File: src/rtl/jt51_wrq.sv
// Host-side write scheduler for jt51_mmr: queues address/data pairs and issues them
// as one-clock address/data strobes, waiting for mmr busy to clear between pairs.
`timescale 1ns/1ps
module jt51_wrq #(
  parameter int unsigned DEPTH          = 16,
  parameter int unsigned AW             = 4,
  parameter bit          SKIP_SAME_ADDR = 1'b1
) (
  input  logic          rst,
  input  logic          clk,
  input  logic          req_valid,
  input  logic [7:0]    req_addr,
  input  logic [7:0]    req_data,
  output logic          req_ready,
  output logic          mmr_write,
  output logic          mmr_a0,
  output logic [7:0]    mmr_din,
  input  logic          mmr_busy,
  output logic [AW:0]   level,
  output logic          idle
);

  localparam logic [AW:0] FullLevel = (AW+1)'(DEPTH);

  typedef enum logic [2:0] {StIdle, StAddr, StAgap, StData, StDgap, StWaitb} state_e;

  logic [15:0]   mem [DEPTH];
  logic [AW-1:0] wr_ptr_q, rd_ptr_q;
  logic [AW:0]   count_q;
  logic          push, pop;
  logic [7:0]    head_addr, head_data;

  state_e        state_q;
  logic [7:0]    addr_q, data_q, last_addr_q;
  logic          last_vld_q;
  logic          write_q, a0_q;
  logic [7:0]    din_q;

  // Ready depends only on the registered count, so a full FIFO refuses a push
  // even when a pop happens in the same cycle.
  assign req_ready = (count_q != FullLevel);
  assign push      = req_valid && req_ready;
  assign pop       = (state_q == StIdle) && (count_q != '0);
  assign head_addr = mem[rd_ptr_q][15:8];
  assign head_data = mem[rd_ptr_q][7:0];

  always_ff @(posedge clk) begin
    if (push) mem[wr_ptr_q] <= {req_addr, req_data};
  end

  always_ff @(posedge clk or posedge rst) begin
    if (rst) begin
      wr_ptr_q <= '0;
      rd_ptr_q <= '0;
      count_q  <= '0;
    end else begin
      if (push) wr_ptr_q <= wr_ptr_q + 1'b1;
      if (pop)  rd_ptr_q <= rd_ptr_q + 1'b1;
      unique case ({push, pop})
        2'b10:   count_q <= count_q + 1'b1;
        2'b01:   count_q <= count_q - 1'b1;
        default: count_q <= count_q;
      endcase
    end
  end

  // Outputs are set on the transition into each state, so they are valid
  // for exactly the cycle spent in that state.
  always_ff @(posedge clk or posedge rst) begin
    if (rst) begin
      state_q     <= StIdle;
      addr_q      <= '0;
      data_q      <= '0;
      last_addr_q <= '0;
      last_vld_q  <= 1'b0;
      write_q     <= 1'b0;
      a0_q        <= 1'b0;
      din_q       <= '0;
    end else begin
      unique case (state_q)
        StIdle: begin
          if (count_q != '0) begin
            addr_q  <= head_addr;
            data_q  <= head_data;
            write_q <= 1'b1;
            if (SKIP_SAME_ADDR && last_vld_q && (head_addr == last_addr_q)) begin
              state_q <= StData;
              a0_q    <= 1'b1;
              din_q   <= head_data;
            end else begin
              state_q <= StAddr;
              a0_q    <= 1'b0;
              din_q   <= head_addr;
            end
          end
        end
        StAddr: begin
          write_q     <= 1'b0;
          last_addr_q <= addr_q;
          last_vld_q  <= 1'b1;
          state_q     <= StAgap;
        end
        StAgap: begin
          write_q <= 1'b1;
          a0_q    <= 1'b1;
          din_q   <= data_q;
          state_q <= StData;
        end
        StData: begin
          write_q <= 1'b0;
          state_q <= StDgap;
        end
        // The mmr raises busy a cycle after the strobe, so busy is not sampled here.
        StDgap: state_q <= StWaitb;
        StWaitb: begin
          if (!mmr_busy) state_q <= StIdle;
        end
        default: state_q <= StIdle;
      endcase
    end
  end

  assign mmr_write = write_q;
  assign mmr_a0    = a0_q;
  assign mmr_din   = din_q;
  assign level     = count_q;
  assign idle      = (state_q == StIdle) && (count_q == '0);

endmodule

File: config.mk
export PLATFORM = sky130hd
export DESIGN_NAME = jt51_wrq
export DESIGN_NICKNAME = d
export VERILOG_FILES = /design/src/rtl/jt51_wrq.sv
export SDC_FILE = /design/constraint.sdc
export NUM_CORES = 1
export LEC_CHECK = 0
export BUFFER_PORTS_ARGS = -buffer_cell sky130_fd_sc_hd__buf_2
export CAP_MARGIN = 20
export CORE_UTILIZATION = 30
export CTS_BUF_LIST = sky130_fd_sc_hd__clkbuf_8
export DETAILED_ROUTE_END_ITERATION = 10
export GPL_TIMING_DRIVEN = 0
export PLACE_DENSITY = 0.43
export SETUP_SLACK_MARGIN = 0.02
export SLEW_MARGIN = 5
export SYNTH_ARGS = -nofsm -noshare
export SYNTH_HDL_FRONTEND = slang
export SYNTH_SLANG_ARGS = --single-unit
File: constraint.sdc
create_clock -name clk -period 6.5 [get_ports clk]
set_clock_uncertainty 0.05 [all_clocks]
set_input_delay 0.325 -clock clk [delete_from_list [all_inputs] [get_ports clk]]
set_output_delay 0.325 -clock clk [all_outputs]
set_load 0.02 [all_outputs]
==> results.md, run 1 <==
* CTS tree: yes
* EDFF count, synth at 256
* Busiest grt layer: met2
* R2R Setup Slk at ~2.8 ns
* Area contributors post-synth: edfxtp_1 61%, mux4_2 12%, dfrtp_1 10%
* Worst IR drop on VDD at 0.1332 mV
* Root Driver: clkbuf_8
* Nets at 831
* Post-DP Area at ~14000 sq um
* Clock transition at the registers of the reported paths at 0.06 ns
* Max incr delay on CP at slightly below 0.6 ns
* CP top delay family: simple AND/OR/NAND/NOR gates
* Commonest non-fill, non-tap cell in the layout: edfxtp_1
* DRC errors left at 2
* CP Launch Type: flop
* Clock Path Buffers at 3
* FMAX at between 0.2 and 0.3 GHz
* Pre-CTS setup slack at around 2.8 ns
* Met3 Use GR at 0.02964
* Antenna Nets Post-Route at 0
* Crit path max fanout at 10
* Outcome: finished with violations
* Area Overhead vs Synth at 18.42%
* Syn avg cell area at between 15 and 20 sq um
* FF-to-FF End: level[4]$_DFFE_PP0P_
* Min-Delay Endpoint: mem[8][4]$_DFFE_PP_
* Post-CTS setup buffers at 0
* Arr. time, crit path at 4.12 ns
* Post-DP HPWL at 20460 microns
* Initial antenna violation count at 3
* Distinct cell type count after synthesis at 54
* Wirelength, routed at 32090 microns
* Req. time, crit path at 6.96 ns
* PortBufs at 36
* Clk sinks at about 310
* GRT Util Overall at 0.1578
* Slew HR at 0.3080
* Mapped Area at 12520 sq um
* Proportion of layout cells with a drive suffix above 1 at 0.2784
* Final GP Congestion at 0.7689
* Crit path kind: flop to flop
* Syn nets at 712
* DR pass1 iterations at 8
* Vias in the first global route at 7102
* Top-area cell type share of the netlist area at 0.6140
* First-pass GRT wire length at 47400 microns
* Hold_sp: req_data[4]
* Area leader, netlist: edfxtp_1
* Post-Synth Adder-Cell Area at 0.01059
* Cell count after synthesis at 682
* Reg2reg path depth at 12
* Leakage at 5.194 nW
* Xor/xnor share of the synthesized area at 0.009793
* Vias per cell at 4.826
* Total grt overflow at 0
* Commonest non-fill, non-tap cells in the layout: 256 x edfxtp_1, 69 x mux4_2, 53 x clkbuf_8, 51 x dfrtp_1, 44 x buf_2
* Pwr dens at 456.2 nW/um^2
* TritonCTS Buffers at 52
* FF+latch count, synth at 307
* Die H at 206.3 microns
* Fraction of the mapped netlist area in compound gates at 0.03558
* Worst path slowest cell: nor3_1
* Worst path bufs/invs at 3
* FFs w/ async S/R, synth at 0.1661
* Setup TNS at 0 ns
* Crit path time final at between 3 and 4 ns
* RSZ-0062 raised after global routing: false
* Final Cell Area at 14830 sq um
* Worst r2r src: state_q[1]$_DFFE_PP0P_
* Prevailing post-synth register cell: edfxtp_1
* Area share of and/or/nand/nor cells after synthesis at 0.05436
* Cts repair resizes at 0
* Max-slew violations at 0
* Worst skew pair latency at ~0.63 ns
* CP Capture Type: flop
* GR Layer Usage met2 at 0.2608
* Row cnt at between 70 and 80
* Worst path cell trace: clkbuf_1 > nor3_1 > nand2_1 > inv_1 > clkbuf_1 > ha_1 > ha_1 > a21o_1 > a21oi_1 > xor2_1 > nor2_1 > xor2_1
* Combinational family with the most area after synthesis: multiplexers
* Final hold violation count at 0
* 1st-iter DRT viols at between 500 and 600
* Sequential area share after synthesis at 0.7159
* Setup Viol. Count Final at 0
* Starting Density at 0.3053
* Period utilisation layout at 0.5629
* Placeable Area at 41020 sq um
* Hold Path Class: input port to flop
* Routing usage on met1 at 0.2097
* Post-synthesis mux area share at 0.1514
* Ant. Diodes at 0
* YS warnings at 0
* Worst slew pin tran at 1.028 ns
* CTS Hold Bufs at 15
* Setup ws final at 2.841 ns
* Max-cap violation count at 0
* Total number of vias at between 6000 and 7000
* Die width at 206.3 microns
* Avg WL per Cell at 23.32 microns
* Largest net degree at the start of global routing at 34
* Hold depth at 1
* Die area at 42560 sq um
* Violated checks: design-rule violations
* IO Count at 37
* CTS HTree Levels at 2
==> worst reg2reg max path: stages (launching register included) <==
cell	delay, ns
dfrtp_1	0.35
clkbuf_1	0.19
nor3_1	0.59
nand2_1	0.32
inv_1	0.13
clkbuf_1	0.47
ha_1	0.40
ha_1	0.32
a21o_1	0.18
a21oi_1	0.17
xor2_1	0.16
nor2_1	0.06
xor2_1	0.15
==> synthesized netlist by cell type, types with 6 or more instances <==
master    number
clkbuf_1      16
and3_1        14
buf_2          8
o21ai_0       13
inv_1         11
mux2i_1       24
mux2_2         9
ha_1           9
xor2_1         6
a21oi_1       11
dfrtp_1       51
and2_1         7
buf_6          7
mux4_2        69
a21o_1        16
nand3_1       15
nor2b_1        6
nor2_1        26
edfxtp_1     256
xnor2_1        8
nand2_1       34
==> per-layer routing <==
layer,vias up,wire [microns]
met2,123,15910
li1,2960,-
met3,40,1324
met1,3518,14310
met4,0,551
met5,-,0
==> cell families (layout without fill, tap and decap cells) <==
| logic type | Yosys count | in the layout |
|---|---|---|
| buf+inv | 51 | 213 |
| flops | 307 | 307 |
| xor+xnor | 14 | 14 |
| simple gates | 133 | 133 |
| compound gates | 65 | 65 |
| mux | 102 | 102 |
| fa+ha+maj | 10 | 10 |
==> through the flow <==
step	hold slack [ns]	cells	util	power [mW]
final	0.05092	1376	0.3615	6.764
after global routing	0.03332	1376	0.3615	7.156
after CTS	0.001235	1376	0.3615	6.878
after detailed placement	0.3087	1264	0.3333	5.153
after global placement	0.4036	1250	0.3259	5.032
after floorplan	0.3739	682	-	4.282
==> power by group <==
group	internal [mW]	switching, mW
combinational	1.04	1.44
clock	0.884	0.804
sequential	2.46	0.133
==> flip-flops by register name, summed over array words and instances (netlist names) <==
name         cells
rd_ptr_q         4
wr_ptr_q         4
state_q          3
mmr_a0           1
mmr_din          8
mmr_write        1
last_addr_q      8
addr_q           8
last_vld_q       1
data_q           8
mem            256
level            5
==> area by class of cell <==
class,count,area [sq um]
plain buffers,40,239.0
clock buffers,53,729.5
clock inverters,44,275.3
fillers,3819,26190
inverters,11,41.29
multi-input cells,324,3387
flip-flops and latches,307,8964
well taps,532,665.6
repair buffers,65,525.5
==> worst max-delay path by stage <==
stage / slack, ns / endpoint / cells past startpoint / from
4_1_cts: 2.74 / level[4]$_DFFE_PP0P_ / 12 / state_q[1]$_DFFE_PP0P_
3_5_place_dp: 2.76 / level[4]$_DFFE_PP0P_ / 12 / state_q[2]$_DFFE_PP0P_
3_3_place_gp: 1.61 / mem[3][12]$_DFFE_PP_ / 6 / level[0]$_DFFE_PP0P_
2_1_floorplan: 3.50 / mem[3][0]$_DFFE_PP_ / 6 / level[1]$_DFFE_PP0P_
6_report: 2.84 / level[4]$_DFFE_PP0P_ / 12 / state_q[1]$_DFFE_PP0P_
5_1_grt: 2.53 / level[4]$_DFFE_PP0P_ / 12 / state_q[1]$_DFFE_PP0P_
No activity file was read; power rests on OpenSTA's default activity.
==> run 2, diff against run 1 <==
==> constraint.sdc (replaced) <==
create_clock -name clk -period 3.8 [get_ports clk]
set_clock_uncertainty 0.05 [all_clocks]
set_input_delay 0.19 -clock clk [delete_from_list [all_inputs] [get_ports clk]]
set_output_delay 0.19 -clock clk [all_outputs]
set_load 0.02 [all_outputs]
==> run 2 against run 1 <==
Critical path type unchanged. Clock-buffer cell count unchanged. Cell count up 0.22%. Worst hold slack better by 0.0085 ns. Largest power group unchanged. Die area unchanged. Critical endpoint unchanged. Setup slack worse by 2.5 ns. Sequential share of layout area down 0.17 points. First-iteration DRC count down 4.5%. The flow still finishes with violations (design-rule violations). Non-clock buffer count up 3. Maximum frequency up 5.1%. Global-route usage about the same.
==> results.md, run 2 (synthesized netlist as in run 1, its figures left out) <==
* Pre-CTS setup slack at 0.06034 ns (-2.700 ns)
* Pwr dens at 780.1 nW/um^2 (+71%)
* Req. time, crit path at 4.26 ns (-2.70 ns)
* Top reg by flops: mem
* Psw at 4.094 mW (+72%)
* Period utilisation layout at 0.9163 (+0.3534)
* GRT Util Overall at 0.1578 (about the same)
* Final GP Congestion at 0.7689 (unchanged)
* Die H at 206.3 microns (unchanged)
* Post-DP Area at 13670 sq um (unchanged)
* First-pass GRT wire length at 47420 microns (about the same)
* Setup TNS at 0 ns (unchanged)
* DRC errors left at 2 (unchanged)
* Ant. Diodes at 0 (unchanged)
* Sequential Power Share at 0.383 (about the same)
* Clock transition at the registers of the reported paths at 0.06 ns (about the same)
* DR pass1 iterations at 8 (unchanged)
* Final Cell Area at 14870 sq um (+0.28%)
* Total grt overflow at 0 (unchanged)
* IO Count at 37 (unchanged)
* Commonest non-fill, non-tap cells in the layout: 256 x edfxtp_1, 69 x mux4_2, 53 x clkbuf_8, 51 x dfrtp_1, 44 x buf_2
* Worst IR drop on VDD at 0.2271 mV (+71%)
* Max FFs per register at 256 (unchanged)
* Hold Path Class: input port to asynchronous set/reset pin
* Max-cap violation count at 0 (unchanged)
* 1st-iter DRT viols at 489 (-4.5%)
* Die width at 206.3 microns (unchanged)
* Nets at 834 (+0.36%)
* CP Launch Type: flop
* Antenna Nets Post-Route at 0 (unchanged)
* CTS tree: yes
* Switch share at 0.3530 (+0.001062)
* Slew HR at 0.4238 (+0.1157)
* Largest net degree at the start of global routing at 34 (unchanged)
* Worst hold slack at 0.05944 ns (+0.008520 ns)
* Violated checks: design-rule violations
* Vias per cell at 4.864 (+0.77%)
* Area Overhead vs Synth at 18.75%
* Clk sinks at 307 (unchanged)
* Placeable Area at 41020 sq um (unchanged)
* CTS HTree Levels at 2 (unchanged)
* Final hold violation count at 0 (unchanged)
* Worst skew pair latency at 0.63 ns (about the same)
* Crit path max fanout at 10 (unchanged)
* RSZ-0062 raised after global routing: false
* Row cnt at 74 (unchanged)
* TritonCTS Buffers at 52 (unchanged)
* Commonest non-fill, non-tap cell in the layout: edfxtp_1
* PortBufs at 36 (unchanged)
* Crit path kind: flop to flop
* Crit path time final at 3.482 ns (-0.1769 ns)
* Setup Viol. Count Final at 0 (unchanged)
* CP Capture Type: flop
* Post-DP HPWL at 20460 microns (unchanged)
* Leakage at 5.209 nW (+0.28%)
* Initial antenna violation count at 3 (unchanged)
* Wirelength, routed at 32210 microns (+0.36%)
* P_int at 7.505 mW (+71%)
* Arr. time, crit path at 3.94 ns (-0.18 ns)
* FMAX at 0.2872 GHz (+5.1%)
* Avg WL per Cell at 23.36 microns (+0.14%)
* Vias in the first global route at 7117 (+0.21%)
* Clock Power Share at 0.250 (about the same)
* Post-layout power at 11.60 mW (+71%)
* Root Driver: clkbuf_8
* Die area at 42560 sq um (unchanged)
* Setup ws final at 0.3179 ns (-2.523 ns)
* Starting Density at 0.3053 (unchanged)
* Total number of vias at 6707 (+0.99%)
* Max-slew violations at 0 (unchanged)
* Comb pwr share at 0.368 (about the same)
* Outcome: finished with violations
* Layout fillers at 3818 (-0.026%)
* Clock Path Buffers at 3 (unchanged)
* Post-CTS setup buffers at 0 (unchanged)
* Worst slew pin tran at 0.8644 ns (-0.1641 ns)
* Proportion of layout cells with a drive suffix above 1 at 0.2798 (+0.001375)
run 2: power by group through the flow:
| stage | Sequential [mW] | Clock (mW) | Combinational [mW] |
|---|---|---|---|
| 3_5_place_dp | 4.51 | 0 | 4.31 |
| 2_1_floorplan | 4.54 | 0 | 2.79 |
| 5_1_grt | 4.50 | 3.13 | 4.64 |
| 6_report | 4.44 | 2.90 | 4.26 |
| 3_3_place_gp | 4.50 | 0 | 4.11 |
| 4_1_cts | 4.44 | 2.98 | 4.34 |
run 2: through the flow:
stage	cells	utilization
after floorplan	682	-
after global placement	1250	0.3259
after detailed placement	1264	0.3333
after CTS	1379	0.3622
after global routing	1379	0.3625
final	1379	0.3625
run 2: critical path, stage by stage, from the launching register on:
cell      delay, ns
dfrtp_1        0.42
nor4_1         0.38
nand2b_1       0.30
nand2_1        0.27
inv_1          0.08
clkbuf_1       0.30
ha_1           0.38
fa_1           0.44
a21o_1         0.20
a21oi_1        0.17
xor2_1         0.16
nor2_1         0.06
xor2_1         0.15
run 2: layout make-up:
type                    count  area (sq um)  share of cell area
flip-flops and latches    307          8964              0.6029
multi-input cells         324          3398              0.2286
clock buffers              53         729.5             0.04906
well taps                 532         665.6             0.04477
repair buffers             68         555.5             0.03736
clock inverters            44         275.3             0.01851
plain buffers              40         239.0             0.01607
inverters                  11         41.29            0.002777
run 2: what timing repair did:
action	CTS	global route
gates resized for setup	0	2
hold endpoints to repair	309	0
setup endpoints to repair	0	3
hold buffers	18	0
run 2: final timing paths:
| path | startpoint | end | cells past startpoint | slack [ns] |
|---|---|---|---|---|
| worst max-delay path | level[1]$_DFFE_PP0P_ | level[4]$_DFFE_PP0P_ | 12 | 0.32 |
| worst max register to register | level[1]$_DFFE_PP0P_ | level[4]$_DFFE_PP0P_ | 12 | 0.32 |
| worst min-delay path | rst | level[0]$_DFFE_PP0P_ | 3 | 0.06 |
| min in group clk | req_valid | wr_ptr_q[0]$_DFFE_PP0P_ | 4 | 0.14 |
| worst min register to register | addr_q[5]$_DFFE_PP0P_ | addr_q[5]$_DFFE_PP0P_ | 1 | 0.43 |
| max in group asynchronous | rst | last_addr_q[5]$_DFFE_PP0P_ | 4 | 3.08 |
run 2: layer usage:
metal,routed length [microns],vias to the layer above,global-route usage
met2,15880,142,0.2608
met5,0,-,0
li1,-,2966,-
met1,14390,3558,0.2098
met4,540,0,0.04884
met3,1396,41,0.02964
==> run 3, diff against run 2 <==
--- a/config.mk
+++ b/config.mk
@@ -6,12 +6,11 @@
 export NUM_CORES = 1
 export LEC_CHECK = 0
 export BUFFER_PORTS_ARGS = -buffer_cell sky130_fd_sc_hd__buf_2
-export CAP_MARGIN = 20
-export CORE_UTILIZATION = 30
+export CORE_UTILIZATION = 64
 export CTS_BUF_LIST = sky130_fd_sc_hd__clkbuf_8
 export DETAILED_ROUTE_END_ITERATION = 10
 export GPL_TIMING_DRIVEN = 0
-export PLACE_DENSITY = 0.43
+export PLACE_DENSITY = 0.81
 export SETUP_SLACK_MARGIN = 0.02
 export SLEW_MARGIN = 5
 export SYNTH_ARGS = -nofsm -noshare
==> run 3 against run 2 <==
The run now ends clean. Setup slack worse by 0.027 ns. Critical path depth is 2 lower. Combinational power down 3%.
==> results.md, run 3 (synthesized netlist as in run 1, its figures left out) <==
* CTS tree: yes
* CP Launch Type: flop
* Final hold violation count at 0 (unchanged)
* Slew HR at 0.2858 (-0.1380)
* Psw at 3.756 mW (-8.3%)
* Period utilisation layout at 0.9234 (+0.007024)
* Antenna Nets Post-Route at 0 (unchanged)
* Clock transition at the registers of the reported paths at 0.06 ns (about the same)
* Root Driver: clkbuf_8
* Avg WL per Cell at 24.82 microns (+6.3%)
* Clock Power Share at 0.222 (-0.028)
* Total number of vias at 6980 (+4.1%)
* Max-slew violations at 0 (unchanged)
* Layout fillers at 1045 (-73%)
* First-pass GRT wire length at 41910 microns (-12%)
* Nets at 836 (+0.24%)
* Outcome: finished, final reports clean
* Commonest non-fill, non-tap cells in the layout: 256 x edfxtp_1, 69 x mux4_2, 51 x dfrtp_1, 49 x clkbuf_8, 44 x buf_2
* Commonest non-fill, non-tap cell in the layout: edfxtp_1
* Max incr delay on CP at 0.76 ns (+0.32 ns)
* Worst skew pair latency at 0.55 ns (-0.08 ns)
* Worst slew pin tran at 1.062 ns (+0.1972 ns)
* Vias per cell at 6.363 (+31%)
* Final Cell Area at 14380 sq um (-3.3%)
* Setup Viol. Count Final at 0 (unchanged)
* GRT Util Overall at 0.2906 (+0.1328)
* Die area at 20130 sq um (-53%)
* Sequential Power Share at 0.404 (+0.021)
* PortBufs at 36 (unchanged)
* CP Capture Type: flop
* Vias in the first global route at 7186 (+0.97%)
* Comb pwr share at 0.374 (+0.006)
* Arr. time, crit path at 3.89 ns (-0.05 ns)
* Pwr dens at 766.1 nW/um^2 (-1.8%)
* Post-DP Area at 13370 sq um (-2.2%)
* RSZ-0062 raised after global routing: false
* Total grt overflow at 0 (unchanged)
* Area Overhead vs Synth at 14.86%
* Post-DP HPWL at 18330 microns (-10%)
* Worst path cell trace: buf_6 > buf_6 > buf_8 > buf_4 > buf_1 > mux4_2 > mux4_2 > and3_1 > nand3_1 > nand3_1
* Starting Density at 0.6605 (+0.3553)
* Setup TNS at 0 ns (unchanged)
* R2R Setup Slk at 0.29 ns (-0.03 ns)
* DRC errors left at 0 (-2)
* Worst IR drop on VDD at 0.3159 mV (+39%)
* Initial antenna violation count at 0 (-3)
* Hold Path Class: input port to asynchronous set/reset pin
* Crit path kind: flop to flop
* FMAX at 0.2850 GHz (-0.76%)
* Ant. Diodes at 0 (unchanged)
* Die width at 141.9 microns (-31%)
* Top reg by flops: mem
* Req. time, crit path at 4.18 ns (-0.08 ns)
* Worst path slowest cell: buf_1
* Max FFs per register at 256 (unchanged)
* Post-layout power at 11.02 mW (-5.0%)
* Crit path max fanout at 10 (unchanged)
* Die H at 141.9 microns (-31%)
* Crit path time final at 3.509 ns (+0.02669 ns)
* Pre-CTS setup slack at 0.3176 ns (+0.2573 ns)
* Proportion of layout cells with a drive suffix above 1 at 0.2772 (-0.002631)
* Clock Path Buffers at 3 (unchanged)
* CTS HTree Levels at 2 (unchanged)
* Wirelength, routed at 27230 microns (-15%)
* Placeable Area at 18960 sq um (-54%)
* Row cnt at 50 (-32%)
* Setup ws final at 0.2912 ns (-0.02669 ns)
* Final GP Congestion at 0.8942 (+16%)
* 1st-iter DRT viols at 771 (+58%)
* DR pass1 iterations at 6 (-2)
* Switch share at 0.3409 (-0.01207)
* P_int at 7.262 mW (-3.2%)
* Clk sinks at 307 (unchanged)
* IO Count at 37 (unchanged)
* Largest net degree at the start of global routing at 44 (+29%)
* Leakage at 5.160 nW (-0.94%)
* Fin util at 0.7587 (+0.3962)
* Max-cap violation count at 0 (unchanged)
* TritonCTS Buffers at 47 (-9.6%)
## run 3: power groups by stage
stage | registers (mW) | logic [mW] | clock network, mW
after CTS | 4.44 | 4.10 | 2.47
after global placement | 4.48 | 3.82 | 0
final | 4.45 | 4.12 | 2.45
after floorplan | 4.54 | 2.79 | 0
after detailed placement | 4.51 | 4.06 | 0
after global routing | 4.49 | 4.44 | 2.62
## run 3: metrics by stage
step / std cells / hold slack, ns
2_1_floorplan: 682 / 0.2389
3_5_place_dp: 999 / 0.06322
3_3_place_gp: 978 / 0.4047
6_report: 1097 / 0.04238
5_1_grt: 1097 / 0.04586
4_1_cts: 1097 / 0.02050
## run 3: worst max-delay path: cells and delay by family, from the launching register on
family,cells,cell delay [ns]
buf+inv,5,1.56
flops,1,0.38
mux,2,0.95
simple gates,3,0.43
## run 3: what timing repair did
action / in CTS / in global routing
hold buffers: 18 / 0
buffers inserted: 0 / 0
hold endpoints to repair: 309 / 0
endpoints found under the setup margin: 0 / 1
gates resized for setup: 0 / 1
## run 3: final timing paths
path	start	end	depth (start not counted)
setup / recovery	rd_ptr_q[1]$_DFFE_PP0P_	mmr_din[7]$_DFFE_PP0P_	10
hold / removal	rst	wr_ptr_q[2]$_DFFE_PP0P_	3
setup reg to reg	rd_ptr_q[1]$_DFFE_PP0P_	mmr_din[7]$_DFFE_PP0P_	10
hold reg to reg	addr_q[4]$_DFFE_PP0P_	addr_q[4]$_DFFE_PP0P_	1
max in group asynchronous	rst	addr_q[5]$_DFFE_PP0P_	4
min in group clk	req_valid	wr_ptr_q[0]$_DFFE_PP0P_	4
## run 3: cell type report
cell class              instances  area, sq um  area share
clock inverters                31        150.1     0.01044
plain buffers                  40        239.0     0.01662
well taps                     260        325.3     0.02262
repair buffers                 75        655.6     0.04559
inverters                      11        41.29    0.002871
multi-input cells             324         3332      0.2317
clock buffers                  49        674.4     0.04689
flip-flops and latches        307         8964      0.6233
## run 3: routing by layer
metal | track usage | routed length (microns) | up-vias
li1 | - | - | 2968
met1 | 0.3883 | 10420 | 3518
met2 | 0.4669 | 13210 | 419
met3 | 0.06919 | 2584 | 75
met4 | 0.1205 | 1022 | 0
met5 | 0 | 0 | -
